[config.mk]
export PLATFORM = sky130hd
export DESIGN_NAME = sal_refresh_ctrl
export DESIGN_NICKNAME = d
export VERILOG_FILES = /design/src/rtl/sal_refresh_ctrl_pkg.sv /design/src/rtl/sal_ref_timer.sv /design/src/rtl/sal_refresh_ctrl.sv
export SDC_FILE = /design/constraint.sdc
export NUM_CORES = 1
export LEC_CHECK = 0
export BUFFER_PORTS_ARGS = -buffer_cell sky130_fd_sc_hd__buf_2
export CAP_MARGIN = 15
export CORE_MARGIN = 2
export CORE_UTILIZATION = 43
export CTS_BUF_LIST = sky130_fd_sc_hd__clkbuf_4 sky130_fd_sc_hd__clkbuf_8
export CTS_CLUSTER_SIZE = 40
export DETAILED_ROUTE_END_ITERATION = 12
export GPL_TIMING_DRIVEN = 0
export PLACE_DENSITY_LB_ADDON = 0.12
export SLEW_MARGIN = 0
export SYNTH_ARGS = -nofsm -noshare
export SYNTH_HDL_FRONTEND = slang
export SYNTH_SLANG_ARGS = --single-unit
[constraint.sdc]
create_clock -name clk -period 3.19 [get_ports clk]
set_clock_uncertainty 0.2 [all_clocks]
set_input_delay 0.1595 -clock clk [delete_from_list [all_inputs] [get_ports clk]]
set_output_delay 0.1595 -clock clk [all_outputs]
set_load 0.01 [all_outputs]
[src/rtl/sal_refresh_ctrl_pkg.sv]
// ----------------------------------------------------------------------------
// sal_refresh_ctrl_pkg
// Shared DDR2 refresh constants and types for the auto-refresh sequencer.
//   - default tREFI / tRFC cycle counts and credit limits
//   - ref_state_t : refresh FSM encoding
//   - ref_cnt_t   : credit counter type for the default MAX_POSTPONE
//   - ref_cnt_w() : credit counter width for any MAX_POSTPONE
// ----------------------------------------------------------------------------
package sal_refresh_ctrl_pkg;

   localparam int REF_BK_CNT       = 4;
   localparam int REF_TREFI_CYC    = 1560;
   localparam int REF_TRFC_CYC     = 26;
   localparam int REF_MAX_POSTPONE = 8;
   localparam int REF_URGENT_TH    = 6;

   typedef enum logic [1:0] {
      IDLE     = 2'd0,
      DRAIN    = 2'd1,
      ISSUE    = 2'd2,
      WAIT_RFC = 2'd3
   } ref_state_t;

   // Width must hold MAX_POSTPONE itself, hence the +1.
   function automatic int ref_cnt_w(input int max_postpone);
      return $clog2(max_postpone + 1);
   endfunction

   typedef logic [$clog2(REF_MAX_POSTPONE+1)-1:0] ref_cnt_t;

endpackage

[src/rtl/sal_ref_timer.sv]
// ----------------------------------------------------------------------------
// sal_ref_timer
// tREFI interval generator. Counts down from TREFI_CYC-1 while en is high and
// emits a registered one-cycle tick when the count expires; en low holds the
// counter at its reload value so no ticks are produced.
//   clk   : clock
//   rst_n : asynchronous active-low reset
//   en    : refresh enable
//   tick  : one-cycle pulse, one per TREFI_CYC enabled cycles
// ----------------------------------------------------------------------------
module sal_ref_timer #(
   parameter int TREFI_CYC = 1560
) (
   input  logic clk,
   input  logic rst_n,
   input  logic en,
   output logic tick
);

   localparam int TW = (TREFI_CYC > 2) ? $clog2(TREFI_CYC) : 1;
   localparam logic [TW-1:0] RELOAD = TW'(TREFI_CYC - 1);

   logic [TW-1:0] cnt;

   always_ff @(posedge clk or negedge rst_n) begin
      if (!rst_n) begin
         cnt  <= RELOAD;
         tick <= 1'b0;
      end else if (!en) begin
         cnt  <= RELOAD;
         tick <= 1'b0;
      end else if (cnt == '0) begin
         cnt  <= RELOAD;
         tick <= 1'b1;
      end else begin
         cnt  <= cnt - 1'b1;
         tick <= 1'b0;
      end
   end

endmodule

[src/rtl/sal_refresh_ctrl.sv]
// ----------------------------------------------------------------------------
// sal_refresh_ctrl
// Periodic DDR2 auto-refresh sequencer. Accumulates one credit per tREFI tick,
// drains all banks, issues one REF per credit to the scheduler and holds the
// banks for tRFC after each granted REF.
//   clk          : clock
//   rst_n        : asynchronous active-low reset
//   ref_en       : refresh enable
//   bk_idle_arr  : per-bank "no queued work"
//   bk_ack_arr   : per-bank "precharged and holding off ACTs"
//   ref_cmd_gnt  : scheduler accepted the REF this cycle
//   ref_req_arr  : per-bank refresh hold request (registered)
//   ref_cmd_req  : REF command request to scheduler (registered)
//   ref_busy     : FSM not in IDLE (registered)
//   pending_cnt  : outstanding refresh credits
//   ref_overflow : sticky, a tick was dropped with credits saturated
// Build option: SAL_REF_BURST_EN - after tRFC, go straight back to ISSUE while
// credits remain, keeping the banks held (no re-drain between REFs).
// ----------------------------------------------------------------------------
module sal_refresh_ctrl
   import sal_refresh_ctrl_pkg::*;
#(
   parameter int BK_CNT       = REF_BK_CNT,
   parameter int TREFI_CYC    = REF_TREFI_CYC,
   parameter int TRFC_CYC     = REF_TRFC_CYC,
   parameter int MAX_POSTPONE = REF_MAX_POSTPONE,
   parameter int URGENT_TH    = REF_URGENT_TH
) (
   input  logic                                clk,
   input  logic                                rst_n,
   input  logic                                ref_en,
   input  logic [BK_CNT-1:0]                   bk_idle_arr,
   input  logic [BK_CNT-1:0]                   bk_ack_arr,
   input  logic                                ref_cmd_gnt,
   output logic [BK_CNT-1:0]                   ref_req_arr,
   output logic                                ref_cmd_req,
   output logic                                ref_busy,
   output logic [$clog2(MAX_POSTPONE+1)-1:0]   pending_cnt,
   output logic                                ref_overflow
);

   localparam int CNT_W = ref_cnt_w(MAX_POSTPONE);
   localparam int RFC_W = (TRFC_CYC > 2) ? $clog2(TRFC_CYC) : 1;

   ref_state_t       state, state_nxt;
   logic             tick, grant, urgent, ovf_set;
   logic [CNT_W-1:0] pend_nxt;
   logic [RFC_W-1:0] rfc_cnt;

   sal_ref_timer #(.TREFI_CYC(TREFI_CYC)) u_timer (
      .clk   (clk),
      .rst_n (rst_n),
      .en    (ref_en),
      .tick  (tick)
   );

   // ref_cmd_req is only ever high in ISSUE, so it also qualifies the grant;
   // a stray grant in any other state is ignored.
   assign grant  = ref_cmd_req & ref_cmd_gnt;
   assign urgent = pending_cnt >= CNT_W'(URGENT_TH);

   // Credit bookkeeping: tick and grant together cancel out.
   always_comb begin
      pend_nxt = pending_cnt;
      ovf_set  = 1'b0;
      if (tick && !grant) begin
         if (pending_cnt == CNT_W'(MAX_POSTPONE)) ovf_set  = 1'b1;
         else                                     pend_nxt = pending_cnt + 1'b1;
      end else if (grant && !tick && pending_cnt != '0) begin
         pend_nxt = pending_cnt - 1'b1;
      end
   end

   always_comb begin
      state_nxt = state;
      case (state)
         IDLE:     if (pending_cnt != '0 && (urgent || &bk_idle_arr)) state_nxt = DRAIN;
         DRAIN:    if (&bk_ack_arr) state_nxt = ISSUE;
         ISSUE:    if (grant) state_nxt = WAIT_RFC;
         WAIT_RFC: if (rfc_cnt == '0) begin
`ifdef SAL_REF_BURST_EN
            // pend_nxt already includes a tick landing this cycle.
            state_nxt = (pend_nxt != '0) ? ISSUE : IDLE;
`else
            state_nxt = IDLE;
`endif
         end
         default:  state_nxt = IDLE;
      endcase
   end

   always_ff @(posedge clk or negedge rst_n) begin
      if (!rst_n) begin
         state        <= IDLE;
         rfc_cnt      <= '0;
         pending_cnt  <= '0;
         ref_overflow <= 1'b0;
         ref_req_arr  <= '0;
         ref_cmd_req  <= 1'b0;
         ref_busy     <= 1'b0;
      end else begin
         state       <= state_nxt;
         pending_cnt <= pend_nxt;
         if (ovf_set) ref_overflow <= 1'b1;

         if (grant)                               rfc_cnt <= RFC_W'(TRFC_CYC - 1);
         else if (state == WAIT_RFC && rfc_cnt != '0) rfc_cnt <= rfc_cnt - 1'b1;

         // Outputs decoded from the next state so they line up with it.
         ref_req_arr <= (state_nxt != IDLE) ? '1 : '0;
         ref_cmd_req <= (state_nxt == ISSUE);
         ref_busy    <= (state_nxt != IDLE);
      end
   end

endmodule

### Word-level counts from Yosys, hierarchy flattened

Cells that the tools add are included.

| word-level totals | value |
|---|---|
| bits in registers | 30 |
| bits of input ports | 12 |
| logic and storage cells | 57 |

| cells by class | value |
|---|---|
| add/sub/neg operators | 4 |
| magnitude comparators | 1 |
| equal/unequal tests | 6 |
| mux-type cells | 17 |
| bitwise operators | 1 |
| reductions and logical operators | 19 |

Operators by type and width:

| kind | number |
|---|---|
| $mux 11 | 2 |
| $mux 4 | 4 |
| $logic_not 11->1 | 1 |
| $sub 11x1->11 const B | 1 |
| $mux 5 | 2 |
| $mux 2 | 4 |
| $pmux 2 s4 | 1 |
| $reduce_and 4->1 | 2 |
| $eq 2x2->1 const B | 3 |
| $reduce_bool 2->1 | 3 |
| $logic_and 1x1->1 | 5 |
| $logic_not 5->1 | 1 |
| $reduce_bool 5->1 | 1 |
| $sub 5x1->5 const B | 1 |
| $add 4x1->4 const B | 1 |
| $eq 4x4->1 const B | 1 |
| $ge 4x3->1 const B | 1 |
| $mux 1 | 4 |
| $reduce_bool 4->1 | 1 |
| $sub 4x1->4 const B | 1 |
| $eq 2x1->1 const B | 1 |
| $logic_not 1->1 | 2 |
| $logic_not 2->1 | 1 |
| $ne 2x2->1 const B | 1 |
| other kinds (3) | 3 |

### Depth between registers and ports, before layout

| depth | value |
|---|---|
| word-level depth | 7 |
| mapped depth | 6 |

### Cells and area by module

A second synthesis with hierarchy kept.

| second synthesis, totals | value |
|---|---|
| cells, all modules | 145 |
| area total of the unflattened synthesis | 1515.2 µm² |

By module, submodules not included:

| module | times used | cells an instance | area each (µm²) | seq. area each (µm²) |
|---|---|---|---|---|
| sal_refresh_ctrl | 1 | 85 | 883.3 | 350.3 |
| sal_ref_timer | 1 | 60 | 631.9 | 307.8 |

### Worst setup path before layout

No wires, ideal clock.

| path | value |
|---|---|
| path type | register -> register |
| start point | reg ref_cmd_req |
| end point | reg pending_cnt[3] |
| library setup time | 138 ps |
| arrival time | 1622 ps |
| required time | 2852 ps |
| slack | 1229 ps |
| stages on the path, launching flop included | 7 |
| cell sequence | dfrtp_1 nand2_1 nand2_1 ha_1 a21o_1 a21oi_1 mux4_2 |

| between the ends | value |
|---|---|
| word-level cells in the longest chain between the ends | 5 |
| elaborated cells between the ends (all ways) | 9 |
| those cells by class | eq/ne (1); mux (1); bitwise (1); reduce/logical (6) |

Ends and longest elaborated chain:

| element | RTL line | source |
|---|---|---|
| start, declared | sal_refresh_ctrl.sv:36 | `output logic ref_cmd_req,` |
| start signal, assigned | sal_refresh_ctrl.sv:111 | `ref_cmd_req <= (state_nxt == ISSUE);` |
| $and 1x1->1 (*) | sal_refresh_ctrl.sv:59 | `assign grant = ref_cmd_req & ref_cmd_gnt;` |
| $logic_not 1->1 / $logic_and 1x1->1 (equally long branches) | sal_refresh_ctrl.sv:66, sal_refresh_ctrl.sv:69 |  |
| $logic_and 1x1->1, on equally long branches | sal_refresh_ctrl.sv:66, sal_refresh_ctrl.sv:69 |  |
| $ne 2x2->1 (no line) / $reduce_bool 2->1 (equally long branches) | - |  |
| $reduce_and 2->1 (no line) | - |  |
| end signal, assigned | sal_refresh_ctrl.sv:103 | `pending_cnt <= pend_nxt;` |
| end, declared | sal_refresh_ctrl.sv:38 | `output logic [$clog2(MAX_POSTPONE+1)-1:0] pending_cnt,` |

Every way passes the cells marked *; elsewhere a longest branch is shown, timed or not.
A chain may end at the register's enable or synchronous reset.

### Final worst setup path

| path | value |
|---|---|
| start point | in ref_cmd_gnt |
| end point | reg pending_cnt[3] |

| between the ends | value |
|---|---|
| word-level cells in the longest chain between the ends | 5 |
| elaborated cells between the ends (all ways) | 9 |
| those cells by class | eq/ne (1); mux (1); bitwise (1); reduce/logical (6) |

Ends and longest elaborated chain:

| element | RTL line | source |
|---|---|---|
| start, declared | sal_refresh_ctrl.sv:34 | `input logic ref_cmd_gnt,` |
| $and 1x1->1 (*) | sal_refresh_ctrl.sv:59 |  |
| $logic_not 1->1 / $logic_and 1x1->1 (equally long branches) | sal_refresh_ctrl.sv:66, sal_refresh_ctrl.sv:69 |  |
| $logic_and 1x1->1, on equally long branches | sal_refresh_ctrl.sv:66, sal_refresh_ctrl.sv:69 |  |
| $ne 2x2->1 (no line) / $reduce_bool 2->1 (equally long branches) | - |  |
| $reduce_and 2->1 (no line) | - |  |

Marks and branches as above.

==> out/qor.txt <==
RR Endpoint = pending_cnt[3]
Cell Area, Synth = 0.00138 sq mm
Final Non-Filler Cells = 209
Syn Area/Cell = 10.3 sq um
Core Footprint = 0.00305 sq mm
EDFF count, synth = 0
hold_ws = 0.0329 ns
hold depth = 4
die height = 60.6 um
# rows = 20
Synth Instances = 134
final hold violation count = 0
fin area = 0.00162 sq mm
Max-slew headroom = 57.2%
Fillers = 311
clock slew at reported path FFs = 0.14 ns
dpl hpwl = 1830 um
Slew Limit Fails = 0
DR vias/cell = 5.11
Synth cell types = 38
Cell Chain, Critical Path = dlygate4sd3_1 > buf_2 > nand2_1 > nand2_1 > ha_1 > a21o_1 > a21oi_1 > mux4_2
worst reg2reg setup slack = 1.03 ns
initial antenna violation count = 0
IO Pins = 23
Final min period = 2.24 ns
post-synthesis register bit count = 26
CP most frequent cell = nand2_1
1st-pass router iterations = 4
Max FO, Critical Path = 7
Routed wire per std cell = 12.0 um
Antenna diodes = 0
largest net degree at the start of global routing = 27
class of the worst hold path = input pin to flip-flop
Final nets = 184
worst reg2reg path depth = 6
Tcrit/Tclk final = 70.3%
register area share after synthesis = 47.8%
# DRC = 0
Net Count, Synth = 152
number of gates resized after cts = 0
first-pass GRT wire length = 4320 um
crit-path max cell delay = 0.55 ns
gr ovfl total = 0
r2r startpoint = ref_cmd_req
clk_lat worst skew = 0.32 ns
worst hold start = bk_ack_arr[2]
Setup CP Type = input pin to flip-flop
WP data arrival = 2.26 ns
initial core utilization = 45.1%
peak supply drop = 0.260 mV
result of the run = completed
Clock Sinks = 26
synthesis-to-layout area growth = 17.8%
predominant post-synthesis flop cell = dfrtp_1
Placed Cells = 200
RePlAce Congestion = 0.740
TritonCTS clock tree = built
fmax = 446 MHz
Leak = 0.721 nW
CP Capture Type = flip-flop
Setup Buffers After CTS = 0
Post-Place Cell Area = 0.00154 sq mm
post-route ant nets = 0
slowest CP cell = dlygate4sd3_1
Synth Warn # = 0
clk root buf = clkbuf_4
RSZ-0062 raised after global routing = false
max-cap violations = 0
Power Dens Cells = 696 mW/mm^2
Reg area = 658 sq um
Slew @ Worst Pin = 0.633 ns
vias = 1069
Die Footprint = 0.00367 sq mm
share of cells above drive strength 1 = 28.5%
setup TNS = 0 ns
multi-input logic area = 662 sq um
async set-or-reset flop fraction in the synthesized netlist = 100%
PortBufs = 22
Final Setup Violations = 0
H-tree Lvls = 1
chip width = 60.6 um
Overall Global Routing Usage = 15.9%
First DRT Iteration DRCs = 39
crit path launch type = input pin
Critical Path RT = 3.21 ns
Hold EP = ref_cmd_req
vias in the first global route = 1009
Detailed Route WL = 2510 um
CTS Buffer Depth = 2
CTS buffer count = 3
[flip-flops by register name, summed over array words and instances (netlist names)]
name	count
u_timer.tick	1
rfc_cnt	5
ref_overflow	1
pending_cnt	4
ref_cmd_req	1
ref_req_arr	1
state	2
u_timer.cnt	11
[worst max-delay path, delay by kind of cell]
kind            cells  cell delay, ns
buf+inv             2            0.69
simple gates        2            0.42
compound gates      2            0.36
fa+ha+maj           1            0.32
mux                 1            0.31
[placed cells by master (no fill, tap or decap), types with 2 or more instances in the layout]
| master | count |
|---|---|
| a21oi_1 | 5 |
| inv_1 | 6 |
| nand2_1 | 15 |
| buf_4 | 4 |
| buf_2 | 22 |
| a21o_1 | 2 |
| nand2b_1 | 2 |
| nor2_1 | 15 |
| mux2_2 | 2 |
| nand3_1 | 5 |
| nand4_1 | 2 |
| xor2_1 | 5 |
| dlygate4sd3_1 | 5 |
| or2_2 | 3 |
| nor4_1 | 3 |
| xnor2_1 | 7 |
| dfrtp_1 | 20 |
| nand3b_1 | 2 |
| dfstp_2 | 6 |
| a31oi_1 | 2 |
| clkbuf_4 | 4 |
| nor3_1 | 5 |
| ha_1 | 5 |
[routing by layer]
layer  routed length (um)  track usage [%]  vias to the layer above
li1                     -                -                      521
met2                 1260             28.1                       14
met3                   60             1.92                        5
met1                 1130             19.2                      529
met5                    0                0                        -
met4                   54             7.45                        0
[cell families after synthesis]
kind of cell,Yosys count,share of synthesized area [%]
XOR/XNOR,12,7.64
buffers and inverters,11,4.09
AO/OA/AOI/OAI,16,8.18
adder cells (fa/ha/maj),6,6.00
flip-flops,26,47.8
AND/OR/NAND/NOR,60,23.0
multiplexers,3,3.27
[power breakdown]
part	total (mW)	internal, mW	switching (mW)	leakage (nW)
clock	0.153	0.0575	0.0952	0.0184
sequential	0.513	0.415	0.0982	0.310
combinational	0.462	0.239	0.224	0.392
[synthesized netlist by cell type (all sizes together), types with 2 or more instances]
master  count  area share (%)
a21o        2             1.1
a21oi       5             1.8
a31oi       2            0.91
buf         4             2.2
dfrtp      20              36
dfstp       6              11
ha          5             4.5
inv         6             1.6
mux2        2             1.6
nand2      15             4.1
nand2b      2            0.91
nand3       5             1.8
nand3b      2             1.1
nand4       2            0.91
nor2       16             4.5
nor3        5             1.8
nor4        4             2.9
o21ai       2             1.0
or2         4             1.8
xnor2       7             4.5
xor2        5             3.2
[per-stage QoR]
step,setup WS [ns],utilization [%],total power [mW]
floorplan,1.23,-,0.839
global placement,1.07,50.5,0.960
detailed placement,1.04,50.5,0.982
CTS,0.997,53.1,1.15
global route,0.854,53.1,1.23
finish,0.948,53.1,1.13
[final cells by class]
class / count / share of cell area, %
multi-input cells: 97 / 40.8
flip-flops and latches: 26 / 40.6
repair buffers: 27 / 9.88
well taps: 44 / 3.40
plain buffers: 5 / 2.08
clock buffers: 4 / 1.85
inverters: 6 / 1.39
[repair_timing]
action                     CTS  global route
hold endpoints to repair    36             0
hold buffers                 5             0
setup endpoints to repair    0             0
[how the worst max path moves through the flow]
stage | startpoint | end | slack [ns] | cells after the start
after floorplan | ref_cmd_req | pending_cnt[3] | 1.23 | 6
after global placement | ref_cmd_req | pending_cnt[3] | 1.07 | 6
after detailed placement | ref_cmd_req | pending_cnt[3] | 1.04 | 6
after CTS | ref_cmd_gnt | pending_cnt[3] | 1.0 | 8
after global routing | ref_cmd_gnt | pending_cnt[3] | 0.85 | 8
final | ref_cmd_gnt | pending_cnt[3] | 0.95 | 8
Note: power is estimated with default switching activity, not from simulation.
